`config.mk`:
```
export PLATFORM = sky130hd
export DESIGN_NAME = instruction_decoder
export DESIGN_NICKNAME = d
export VERILOG_FILES = /design/src/rtl/instruction_decoder.sv
export SDC_FILE = /design/constraint.sdc
export NUM_CORES = 1
export LEC_CHECK = 0
export ABC_CLOCK_PERIOD_IN_PS = 1700
export CAP_MARGIN = 20
export CORE_MARGIN = 2
export CORE_UTILIZATION = 30
export DETAILED_ROUTE_END_ITERATION = 10
export PLACE_DENSITY = 0.6
export SLEW_MARGIN = 5
export SYNTH_ARGS = -nofsm -noshare
export SYNTH_HDL_FRONTEND = slang
export SYNTH_SLANG_ARGS = --single-unit
```
`constraint.sdc`:
```
create_clock -name clk -period 1.7 [get_ports clk]
set_clock_uncertainty 0.2 [all_clocks]
set_input_delay 0.17 -clock clk [delete_from_list [all_inputs] [get_ports clk]]
set_output_delay 0.17 -clock clk [all_outputs]
set_load 0.005 [all_outputs]
```
`src/rtl/instruction_decoder.sv`:
```
// Purpose: instruction register plus decoder; drives datapath enables/selects and sequencer jump/NOP controls.
// Latency: ir captures pm_data each edge; controls are combinational from ir; z and instr_count update on the edge.
// Backpressure: none; one instruction executes every cycle reset is low.
module instruction_decoder #(
  parameter int CNT_W = 16
) (
  input  logic             clk,
  input  logic             sync_reset,
  input  logic [7:0]       pm_data,
  input  logic             alu_zero,
  output logic [7:0]       ir,
  output logic [7:0]       reg_en,
  output logic             r_en,
  output logic [2:0]       src_sel,
  output logic             imm_sel,
  output logic             x_sel,
  output logic             y_sel,
  output logic [2:0]       alu_func,
  output logic             jmp,
  output logic             jmp_nz,
  output logic [3:0]       jmp_addr,
  output logic             dont_jmp,
  output logic             NOPC8,
  output logic             NOPCF,
  output logic             NOPD8,
  output logic             NOPDF,
  output logic [CNT_W-1:0] instr_count
);

  logic [7:0]       ir_q, ir_d;
  logic             z_q, z_d;
  logic [CNT_W-1:0] cnt_q, cnt_d;

  logic is_ldi, is_mov, is_alu, is_jmp, is_jnz;
  logic nop_lo, nop_hi, is_nop;

  // Instruction class decode from the held word; reset gating is applied to the outputs below
  always_comb begin
    is_ldi = ~ir_q[7];
    is_mov = (ir_q[7:6] == 2'b10);
    is_alu = (ir_q[7:5] == 3'b110);
    is_jmp = (ir_q[7:4] == 4'b1110);
    is_jnz = (ir_q[7:4] == 4'b1111);
    // NOP words: ALU class with y_sel set and function 000 or 111
    nop_lo = is_alu & ir_q[3] & (ir_q[2:0] == 3'b000);
    nop_hi = is_alu & ir_q[3] & (ir_q[2:0] == 3'b111);
    is_nop = nop_lo | nop_hi;
  end

  // Control outputs: enables forced low during reset, selects always follow ir
  always_comb begin
    reg_en   = 8'h00;
    r_en     = 1'b0;
    imm_sel  = 1'b0;
    jmp      = 1'b0;
    jmp_nz   = 1'b0;
    NOPC8    = 1'b0;
    NOPCF    = 1'b0;
    NOPD8    = 1'b0;
    NOPDF    = 1'b0;
    src_sel  = ir_q[2:0];
    x_sel    = ir_q[4];
    y_sel    = ir_q[3];
    alu_func = ir_q[2:0];
    jmp_addr = ir_q[3:0];
    if (!sync_reset) begin
      if (is_ldi) begin
        reg_en  = 8'h01 << ir_q[6:4];
        imm_sel = 1'b1;
      end
      if (is_mov) begin
        // dst == src is still a legal move and is executed
        reg_en = 8'h01 << ir_q[5:3];
      end
      r_en   = is_alu & ~is_nop;
      jmp    = is_jmp;
      jmp_nz = is_jnz;
      NOPC8  = nop_lo & ~ir_q[4];
      NOPCF  = nop_hi & ~ir_q[4];
      NOPD8  = nop_lo &  ir_q[4];
      NOPDF  = nop_hi &  ir_q[4];
    end
  end

  // Next-state: ir tracks program memory, z samples only real ALU ops, counter saturates
  always_comb begin
    ir_d  = pm_data;
    z_d   = z_q;
    cnt_d = cnt_q;
    if (is_alu && !is_nop) begin
      z_d = alu_zero;
    end
    if (cnt_q != {CNT_W{1'b1}}) begin
      cnt_d = cnt_q + CNT_W'(1);
    end
  end

  // State update; ir loads even in reset so word 0 is ready when reset drops
  always_ff @(posedge clk) begin
    ir_q <= ir_d;
    if (sync_reset) begin
      z_q   <= 1'b0;
      cnt_q <= '0;
    end else begin
      z_q   <= z_d;
      cnt_q <= cnt_d;
    end
  end

  assign ir          = ir_q;
  assign dont_jmp    = z_q;
  assign instr_count = cnt_q;

endmodule

```
# After elaboration in Yosys (flattened, before gate mapping)
# Index checks and enable logic that the tools add are counted.
# classes
n_addsub	1
eq_ne	6
shift	2
mux	12
n_bitwise	11
n_reduce_logical	3
# ops
op	count
$mux 8	3
$add 16x1->16 const B	1
$ne 16x16->1 const B	1
$shl 1x3->8 const A	2
$mux 1	9
$and 1x1->1	8
$eq 4x4->1 const B	2
$eq 3x3->1 const B	2
$logic_not 3->1	1
$eq 2x2->1 const B	1
$not 1->1	2
$logic_and 1x1->1	1
$logic_not 1->1	1
$or 1x1->1	1
# totals
reg_bits	25
in_bits	11
output_inout_bits	53
word_cells	38

# Longest topological paths before layout
# Gate-level depths: netlist of run 1.
# logic_depth
word_depth	7
mapped_depth	5
ltp_nobuf	5

# Worst setup path before layout of run 1
# OpenSTA, ideal clock, no wires.
# synth_timing
path_type	flip-flop to flip-flop
startpoint	register cnt_q[0] (netlist: instr_count[0])
endpoint	register cnt_q[5] (netlist: instr_count[5])
setup_ns	0.121
arrival_time_ns	1.511
required_ns	1.379
path_slack_ns	-0.132
path_stages_with_launch	6
path_buffers	0
period_less_slack_ns	1.832
cell_sequence	dfxtp_1 ha_1 nand2_1 nor3_2 a211oi_1 mux2_2
# synth_between
elab_chain_cells	1
elab_cells_between_ends	2
cone_classes	add/sub (1); eq/ne (1)
# synth_lines
element	line_no	text
start, declared	32	logic [CNT_W-1:0] cnt_q, cnt_d;
start signal, assigned	106	cnt_q <= cnt_d;
$add 16x1->16 or $ne 16x16->1 (tied branches)	94, 93	
# Several ways; a longest one is shown, not always the timed one.
# A chain may end at the register's enable or synchronous reset.

# Worst setup path after layout of run 1
# layout_timing
startpoint	register ir_q[7] (netlist: ir[7])
endpoint	output NOPD8
# layout_between
elab_chain_cells	5
# layout_lines
element	line_no	text
start, declared	30	logic [7:0] ir_q, ir_d;
start signal, assigned	100	ir_q <= ir_d;
$eq 3x3->1	41	is_alu = (ir_q[7:5] == 3'b110);
$and 1x1->1 (2 in series)	45	nop_lo = is_alu & ir_q[3] & (ir_q[2:0] == 3'b000);
$and 1x1->1	80	NOPD8 = nop_lo & ir_q[4];
$mux 1	66	if (!sync_reset) begin
end, declared	25	output logic NOPD8,
# Every way passes these cells.

==> results of run 1 <==
## worst paths after layout
kind / slack, ns / cells past startpoint / end / start
max: -0.14 / 5 / NOPD8 / ir[7]
min: 0.12 / 1 / ir[5] / pm_data[5]
max reg2reg: -0.02 / 4 / instr_count[9] / instr_count[3]
min reg2reg: 0.29 / 2 / dont_jmp / dont_jmp
## layer usage
metal  track usage (%)  part of all wire (%)  vias up
li1                  -                     -      834
met1             23.42                    45      818
met2             28.54                    50       52
met3             1.250                   3.9        4
met4             5.660                   1.1        0
met5                 0                     0        -
## where the power goes
group	switching (mW)	leakage, nW	internal [mW]
Clock	0.211	0.0255	0.165
Combinational	0.110	0.905	0.180
Sequential	0.0241	0.211	0.602
## cell type report
cell class	instances	area (sq um)	area share [%]
inverters	1	3.754	0.1371
clock buffers	3	41.29	1.508
flip-flops and latches	25	535.5	19.56
repair buffers	127	1100	40.17
multi-input cells	127	987.2	36.06
well taps	52	65.06	2.377
clock inverters	1	5.005	0.1828
## logic make-up (layout without fill, tap and decap cells)
| family | Yosys count | in the layout | share of synthesized area [%] |
|---|---|---|---|
| flip-flops | 25 | 25 | 35.81 |
| buffers and inverters | 21 | 132 | 8.863 |
| multiplexers | 11 | 11 | 8.326 |
| AND/OR/NAND/NOR | 91 | 91 | 35.90 |
| adder cells (fa/ha/maj) | 1 | 1 | 0.8951 |
| AO/OA/AOI/OAI | 24 | 24 | 10.21 |
## worst reg2reg max path, cell delays in order, from the launching register on
cell and delay [ns]:
dfxtp_2 0.36, nand4_4 0.15, or3_1 0.45, a21oi_2 0.15, mux2_4 0.31
## cells in the mapped netlist (5+ instances only)
cell type	count	area, sq um
mux2_2	5	56.30
nor2b_1	10	62.56
nand2_1	12	45.04
mux2i_1	6	60.06
clkbuf_1	7	26.28
a21oi_1	10	50.05
nor3_1	12	60.06
buf_4	12	90.09
nor4_1	5	31.28
nand3_1	8	40.04
dfxtp_1	25	500.5
o21ai_0	5	25.02
nor2_1	21	78.83
## state kept, by name, indices dropped and copies added (netlist names)
signal       flops
instr_count     16
dont_jmp         1
ir               8
## through the flow
step	instance area [sq um]	TNS (ns)	std cells	util [%]	total power [mW]
after floorplan	1421	-0.002011	173	-	0.7228
after global placement	2341	-5.232	314	53.03	0.8545
after detailed placement	2341	-5.306	314	53.03	0.8552
after CTS	2545	-0.6739	331	57.65	1.254
after global routing	2738	-1.765	336	62.02	1.344
final	2738	-0.8001	336	62.02	1.292
## timing repair
action                                  CTS  global route
pin swaps                                12            16
buffers inserted                         13             4
endpoints found under the setup margin   27            38
resized for setup                        99            38
cloned                                    0             1
==> results.sh, run 1 <==
export IMPL_crit_path_start_kind="register"
export IMPL_ant_nets=0
export IMPL_grt_usage_pct=17.12
export IMPL_synth_area_per_cell_sq_um=8.079
export IMPL_post_route_min_period_ns=1.844
export IMPL_port_buffers=63
export IMPL_worst_slew_pin_slew_ns=0.3458
export IMPL_wl_um=4782
export IMPL_gp_congestion=0.7981
export IMPL_crit_chain="buf_6 -> nand2_4 -> or4_4 -> nor2b_1 -> buf_2"
export IMPL_fin_crit_sh_pct=108.5
export IMPL_overflow=0
export IMPL_crit_arrival_ns=1.47
export IMPL_place_hpwl_um=3086
export IMPL_drc=0
export IMPL_ir_worst_vdd_mv=0.2445
export IMPL_grt_max_degree=21
export IMPL_synth_seq_cells=25
export IMPL_vias_per_cell=5.083
export IMPL_wl_per_cell_um=14.23
export IMPL_synth_nets=185
export IMPL_num_vias=1708
export IMPL_drv_slew=0
export IMPL_fin_ws_ns=-0.1441
export IMPL_mostFrequentLayoutCell="buf_4"
export IMPL_synth_top_flop_cell="dfxtp_1"
export IMPL_area_delta_synth_final_pct=95.88
export IMPL_dr_first_iter_drc_count=56
export IMPL_antenna_found_initial=0
export IMPL_syn_area_sq_mm=0.001398
export IMPL_clock_sinks=25
export IMPL_die_x_um=72.26
export IMPL_n_antenna_cell=0
export IMPL_insertion_delay_ns=0.28
export IMPL_design_die_area_sq_mm=0.005221
export IMPL_fillers=369
export IMPL_hold_viol_final=0
export IMPL_min_path_type="in2reg"
export IMPL_drt_first_pass_iters=4
export IMPL_core_sq_mm=0.004414
export IMPL_clkTransAtPathRegs_ns=0.09
export IMPL_yosys_warnings=0
export IMPL_num_rows=24
export IMPL_drive_gt1_share_pct=48.94
export IMPL_cts_hold_buf=0
export IMPL_grt_pass1_wl_um=7148
export IMPL_critPathMaxFanout=3
export IMPL_synth_seq_area_share_pct=35.81
export IMPL_status="finished, violations left"
export IMPL_crit_required_ns=1.33
export IMPL_critical_path_class="reg2out"
export IMPL_syn_inst=173
export IMPL_nNetsFinal=297
export IMPL_cp_top_family="simple AND/OR/NAND/NOR gates"
export IMPL_hold_slack_ns=0.1190
export IMPL_setup_violations=11
export IMPL_place_ws_ns=-0.4729
export IMPL_max_stage_delay_ns=0.42
export IMPL_cts_root_buffer="clkbuf_8"
export IMPL_critPathCaptureType="primary output"
export IMPL_p_per_area_mw_per_mm2=472.0
export IMPL_grt_pass1_vias=1489
export IMPL_layout_common_cells="buf_4, clkdlybuf4s50_1, nor2_1"
export IMPL_post_synth_num_cell_types=34
export IMPL_async_flop_share_pct=0
export IMPL_rsz0062_at_grt="true"
export IMPL_violations="negative setup slack"
export IMPL_die_h_um=72.26
export IMPL_p_leak_nw=1.142
export IMPL_cts_tree="yes"
export IMPL_max_slew_margin_rel_pct=76.87
export IMPL_synth_edf_count=0
export IMPL_max_freq_mhz=542.3
export IMPL_crit_path_top_delay_cell="or4_4"
export IMPL_io_pins=64
export IMPL_cts_buffers=3
export IMPL_cts_buffer_depth=2
export IMPL_htree_levels=1
export IMPL_max_cap_violations=0
export IMPL_start_util_pct=31.66
export IMPL_cp_num_buf_inv=2
Note: power is estimated with default switching activity, not from simulation.
==> inputs of run 2 (changes only) <==
--- a/config.mk
+++ b/config.mk
@@ -10,8 +10,8 @@
 export CORE_MARGIN = 2
 export CORE_UTILIZATION = 30
 export DETAILED_ROUTE_END_ITERATION = 10
-export PLACE_DENSITY = 0.6
-export SLEW_MARGIN = 5
+export PLACE_DENSITY_LB_ADDON = 0.1
+export SLEW_MARGIN = 20
 export SYNTH_ARGS = -nofsm -noshare
 export SYNTH_HDL_FRONTEND = slang
 export SYNTH_SLANG_ARGS = --single-unit
==> run 2 against run 1 <==
Effect of this change: the flow still finishes with violations (negative setup slack); critical path depth decreased by 1; register-to-register slack better by 0.06 ns; critical endpoint unchanged; largest cell class unchanged; hold slack gained 0.0051 ns; via count is 2.1% lower; global-route usage rose by 0.89 points; cell count stayed put; critical path type unchanged; maximum frequency rose by 0.50%; die area is the same; highest routed layer unchanged; non-clock buffer count did not move; sequential power is essentially flat.
==> results.sh, run 2 (synthesized netlist as in run 1, its figures left out) <==
export IMPL_status="finished, violations left"
export IMPL_violations="negative setup slack"
export IMPL_fin_ws_ns=-0.1349
export IMPL_worst_slew_pin_slew_ns=0.3483
export IMPL_min_path_type="in2reg"
export IMPL_total_power_mw=1.275
export IMPL_core_sq_mm=0.004414
export IMPL_grt_pass1_wl_um=7590
export IMPL_ant_nets=0
export IMPL_hp_start="pm_data[3]"
export IMPL_nNetsFinal=297
export IMPL_grt_usage_pct=18.01
export IMPL_port_buffers=63
export IMPL_cp_num_buf_inv=2
export IMPL_max_stage_delay_ns=0.50
export IMPL_crit_path_start_kind="register"
export IMPL_setup_tns_ns=-0.5597
export IMPL_num_rows=24
export IMPL_clkTransAtPathRegs_ns=0.09
export IMPL_hold_path_end="ir[3]"
export IMPL_r2r_slack_ns=0.04
export IMPL_n_antenna_cell=0
export IMPL_crit_chain="buf_6 -> or4_4 -> nor2b_1 -> buf_2"
export IMPL_io_pins=64
export IMPL_fin_util_pct=61.56
export IMPL_drc=0
export IMPL_r2r_end="instr_count[11]"
export IMPL_cts_tree="yes"
export IMPL_layout_common_cells="buf_4, clkdlybuf4s50_1, nor2_1"
export IMPL_hold_slack_ns=0.1241
export IMPL_grt_pass1_vias=1601
export IMPL_cts_root_buffer="clkbuf_8"
export IMPL_setup_violations=10
export IMPL_dr_first_iter_drc_count=60
export IMPL_crit_required_ns=1.33
export IMPL_wl_per_cell_um=14.00
export IMPL_max_cap_violations=0
export IMPL_cts_buffer_depth=2
export IMPL_die_h_um=72.26
export IMPL_die_x_um=72.26
export IMPL_critical_path_class="reg2out"
export IMPL_grt_max_degree=21
export IMPL_wl_um=4705
export IMPL_cts_hold_buf=0
export IMPL_ir_worst_vdd_mv=0.2846
export IMPL_cp_top_family="simple AND/OR/NAND/NOR gates"
export IMPL_area_delta_synth_final_pct=94.45
export IMPL_fin_crit_sh_pct=107.9
export IMPL_start_util_pct=31.66
export IMPL_crit_path_top_delay_cell="or4_4"
export IMPL_htree_levels=1
export IMPL_max_freq_mhz=545.0
export IMPL_design_die_area_sq_mm=0.005221
export IMPL_cts_buffers=3
export IMPL_rsz0062_at_grt="true"
export IMPL_p_leak_nw=1.150
export IMPL_place_hpwl_um=3309
export IMPL_drive_gt1_share_pct=48.24
export IMPL_largest_register_ffs=16
export IMPL_num_vias=1672
export IMPL_crit_arrival_ns=1.46
export IMPL_post_route_min_period_ns=1.835
export IMPL_drv_slew=0
export IMPL_critPathCaptureType="primary output"
export IMPL_clock_sinks=25
export IMPL_overflow=0
export IMPL_max_slew_margin_rel_pct=76.70
export IMPL_critPathMaxFanout=3
export IMPL_insertion_delay_ns=0.27
export IMPL_hold_viol_final=0
export IMPL_antenna_found_initial=0
export IMPL_vias_per_cell=4.976
export IMPL_p_per_area_mw_per_mm2=469.1
export IMPL_r2r_start="instr_count[3]"
export IMPL_drt_first_pass_iters=4
export IMPL_mostFrequentLayoutCell="buf_4"
export IMPL_gp_congestion=0.8655
export IMPL_r2r_cells=4
export IMPL_worstHoldPathCells=1
run 2: stage by stage:
stage	instances	cell area (sq um)	setup WS, ns
floorplan	173	1421	-0.002011
global placement	317	2364	-0.4166
detailed placement	317	2364	-0.4862
CTS	330	2542	-0.1972
global route	336	2718	-0.1873
finish	336	2718	-0.1349
run 2: worst max-delay path by stage:
stage	startpoint	end	cells after the start
global route	ir[7]	NOPC8	5
detailed placement	sync_reset	reg_en[0]	5
finish	ir[5]	NOPD8	4
CTS	ir[7]	NOPD8	5
floorplan	instr_count[0]	instr_count[5]	5
global placement	sync_reset	NOPD8	4
run 2: layout make-up:
cell class,instances,area [sq um]
Clock buffer,4,45.04
Inverter,1,3.754
Sequential cell,25,540.5
Fill cell,367,1697
Tap cell,52,65.06
Multi-Input combinational cell,127,959.7
Timing Repair Buffer,127,1104
run 2: per-layer routing:
metal	routed length, um	part of all wire, %	global-route usage [%]
met1	2269	48	25.56
met5	0	0	0
met2	2257	48	28.75
met3	159	3.4	1.944
met4	19	0.40	5.451
run 2: where the power goes:
part	internal [mW]	switching, mW
Sequential	0.600	0.0224
Clock	0.168	0.192
Combinational	0.183	0.108
Total	0.952	0.323
run 2: repair_timing:
item	CTS	global route
setup buffers	9	7
pin swaps	17	15
cloned	0	0
resized for setup	95	42
setup endpoints to repair	26	42
==> inputs of run 3 (changes only) <==
--- a/config.mk
+++ b/config.mk
@@ -5,12 +5,14 @@
 export SDC_FILE = /design/constraint.sdc
 export NUM_CORES = 1
 export LEC_CHECK = 0
-export ABC_CLOCK_PERIOD_IN_PS = 1700
+export ABC_AREA = 1
+export ABC_CLOCK_PERIOD_IN_PS = 1550
 export CAP_MARGIN = 20
 export CORE_MARGIN = 2
 export CORE_UTILIZATION = 30
 export DETAILED_ROUTE_END_ITERATION = 10
 export PLACE_DENSITY_LB_ADDON = 0.1
+export SKIP_LAST_GASP = 1
 export SLEW_MARGIN = 20
 export SYNTH_ARGS = -nofsm -noshare
 export SYNTH_HDL_FRONTEND = slang
==> constraint.sdc (replaced) <==
create_clock -name clk -period 1.55 [get_ports clk]
set_clock_uncertainty 0.2 [all_clocks]
set_input_delay 0.155 -clock clk [delete_from_list [all_inputs] [get_ports clk]]
set_output_delay 0.155 -clock clk [all_outputs]
set_load 0.005 [all_outputs]
==> run 3 against run 2 <==
Effect of this change: sequential share of layout area increased by 1.7 points; core utilization decreased by 6.1 points; area after synthesis increased by 4.9%; total power increased by 6.6%; global-route usage decreased by 1.8 points; first-iteration DRC count decreased by 33%; the run still ends with negative setup slack left; register-to-register slack improved by 0.02 ns; non-clock buffer count decreased by 20; sequential power increased by 8.3%; critical path depth increased by 1; hold slack got worse by 0.022 ns; cell area decreased by 3.7%.
==> results.sh, run 3 <==
export IMPL_r2r_cells=8
export IMPL_fin_util_pct=55.42
export IMPL_largest_register_ffs=16
export IMPL_die_x_um=73.92
export IMPL_insertion_delay_ns=0.28
export IMPL_r2r_end="instr_count[1]"
export IMPL_worstHoldPathCells=1
export IMPL_crit_path_top_delay_cell="dfxtp_2"
export IMPL_synth_seq_area_share_pct=34.13
export IMPL_syn_area_sq_mm=0.001466
export IMPL_ir_worst_vdd_mv=0.4897
export IMPL_port_buffers=63
export IMPL_max_stage_delay_ns=0.37
export IMPL_worst_slew_pin_slew_ns=0.2054
export IMPL_overflow=0
export IMPL_top_layer="met4"
export IMPL_layout_common_cells="nand2_1, buf_4, nor2_1"
export IMPL_wl_met2_um=2200
export IMPL_wirelength_met1_um=1814
export IMPL_ant_nets=0
export IMPL_post_synth_num_cell_types=26
export IMPL_area_delta_synth_final_pct=78.50
export IMPL_grt_pass1_wl_um=6851
export IMPL_status="finished, violations left"
export IMPL_r2r_slack_ns=0.06
export IMPL_design_die_area_sq_mm=0.005463
export IMPL_yosys_warnings=0
export IMPL_drive_gt1_share_pct=41.74
export IMPL_crit_chain="inv_2 -> buf_6 -> buf_6 -> a221oi_4 -> buf_2"
export IMPL_crit_arrival_ns=1.36
export IMPL_place_ws_ns=-0.4867
export IMPL_dr_first_iter_drc_count=40
export IMPL_register_area_sq_um=565.5
export IMPL_num_vias=1692
export IMPL_antenna_found_initial=0
export IMPL_async_flop_share_pct=0
export IMPL_setup_tns_ns=-1.303
export IMPL_wl_met3_um=183
export IMPL_crit_path_start_kind="register"
export IMPL_fin_ws_ns=-0.1680
export IMPL_max_slew_margin_rel_pct=86.30
export IMPL_cts_root_buffer="clkbuf_8"
export IMPL_synth_area_per_cell_sq_um=6.460
export IMPL_mostFrequentLayoutCell="nand2_1"
export IMPL_grt_usage_pct=16.23
export IMPL_cpMostUsedCell="buf_6"
export IMPL_yosysMostFrequentCell="nand2_1"
export IMPL_yosysTopAreaCell="dfxtp_1"
export IMPL_place_hpwl_um=3093
export IMPL_cp_startpoint="ir[7]"
export IMPL_cts_tree="yes"
export IMPL_clkTransAtPathRegs_ns=0.09
export IMPL_drc=0
export IMPL_num_rows=25
export IMPL_gp_congestion=0.8237
export IMPL_fillers=467
export IMPL_syn_inst=227
export IMPL_core_sq_mm=0.004723
export IMPL_cts_hold_buf=0
export IMPL_min_path_type="in2reg"
export IMPL_multiInputGateArea_sq_um=882.1
export IMPL_io_pins=64
export IMPL_max_freq_mhz=582.1
export IMPL_vias_per_cell=4.361
export IMPL_wl_um=4249
export IMPL_yosys_top_cells_area="dfxtp_1, nand2_1, nor2_1, inv_1, buf_4"
export IMPL_synth_nets=239
export IMPL_hold_viol_final=0
export IMPL_drv_slew=0
export IMPL_drt_first_pass_iters=4
export IMPL_p_leak_nw=1.277
export IMPL_cp_num_buf_inv=4
export IMPL_setup_violations=13
export IMPL_n_antenna_cell=0
export IMPL_cts_buffers=3
export IMPL_endpoint="reg_en[3]"
export IMPL_grt_max_degree=16
export IMPL_p_per_area_mw_per_mm2=519.4
export IMPL_max_cap_violations=0
export IMPL_synth_top_flop_cell="dfxtp_1"
export IMPL_grt_pass1_vias=1520
export IMPL_critPathMaxFanout=3
export IMPL_fin_crit_sh_pct=110.8
export IMPL_critical_path_class="reg2out"
export IMPL_htree_levels=1
export IMPL_crit_cells=5
export IMPL_yosysTopAreaCellShare_pct=34.13
export IMPL_die_h_um=73.92
export IMPL_wl_per_cell_um=10.95
export IMPL_cp_top_family="buffers and inverters"
export IMPL_start_util_pct=31.05
export IMPL_synth_edf_count=0
export IMPL_synth_seq_cells=25
export IMPL_netlist_top_cells_count="nand2_1, nor2_1, inv_1, dfxtp_1, nand3_1"
export IMPL_r2r_start="instr_count[1]"
export IMPL_rsz0062_at_grt="true"
export IMPL_nNetsFinal=334
export IMPL_violations="negative setup slack"
export IMPL_critPathCaptureType="primary output"
export IMPL_clock_sinks=25
export IMPL_crit_required_ns=1.19
export IMPL_cts_buffer_depth=2
export IMPL_post_route_min_period_ns=1.718
run 3: cells by family after synthesis:
group                    share of synthesized area (%)
AND/OR/NAND/NOR                                  37.12
buffers and inverters                            17.41
flip-flops                                       34.13
AO/OA/AOI/OAI                                    8.703
XOR/XNOR                                         1.792
adder cells (fa/ha/maj)                         0.8531
run 3: final cells by class:
type / count / share of cell area, %
timing repair buffer: 107 / 34.42
multi-input combinational: 150 / 33.70
sequential: 25 / 21.61
inverter: 35 / 5.210
tap: 67 / 3.203
clock buffer: 3 / 1.577
clock inverter: 1 / 0.2868
run 3: per-stage QoR:
stage / std cells / cell area, sq um / total power, mW / hold WS, ns
final: 388 / 2618 / 1.360 / 0.1024
after global placement: 368 / 2272 / 0.9398 / 0.2649
after floorplan: 227 / 1471 / 0.7914 / -0.01728
after CTS: 381 / 2399 / 1.359 / 0.09561
after detailed placement: 368 / 2272 / 0.9396 / 0.2754
after global routing: 388 / 2618 / 1.437 / 0.07537
run 3: worst min-delay path by stage:
stage                   start             end  slack (ns)
6_report           pm_data[5]           ir[5]        0.10
3_5_place_dp   instr_count[0]  instr_count[0]        0.28
3_3_place_gp         dont_jmp        dont_jmp        0.26
2_1_floorplan      pm_data[0]           ir[0]       -0.02
5_1_grt            pm_data[1]           ir[1]        0.08
4_1_cts            pm_data[1]           ir[1]         0.1
run 3: what timing repair did:
item                       CTS  global route
buffers inserted             9             7
resized for setup          135            49
hold endpoints to repair     0             0
pin swaps                    6            16
setup endpoints to repair   56            39
run 3: worst reg2reg max path: cells and delay by family, from the launching register on:
kind / cells / cell delay [ns]
AO/OA/AOI/OAI: 1 / 0.10
adder cells (fa/ha/maj): 1 / 0.15
buffers and inverters: 2 / 0.22
AND/OR/NAND/NOR: 4 / 0.36
flip-flops: 1 / 0.39
run 3: report_power, final:
group	internal, mW	leakage (nW)	total [mW]	switching (mW)
Sequential	0.647	0.217	0.675	0.0281
Combinational	0.156	1.04	0.271	0.115
Clock	0.183	0.0217	0.413	0.231
Total	0.986	1.28	1.36	0.374
run 3: layer usage:
metal	global-route usage [%]	vias to the layer above
li1	-	885
met2	28.57	34
met1	19.34	767
met5	0	-
met3	3.841	6
met4	5.253	0
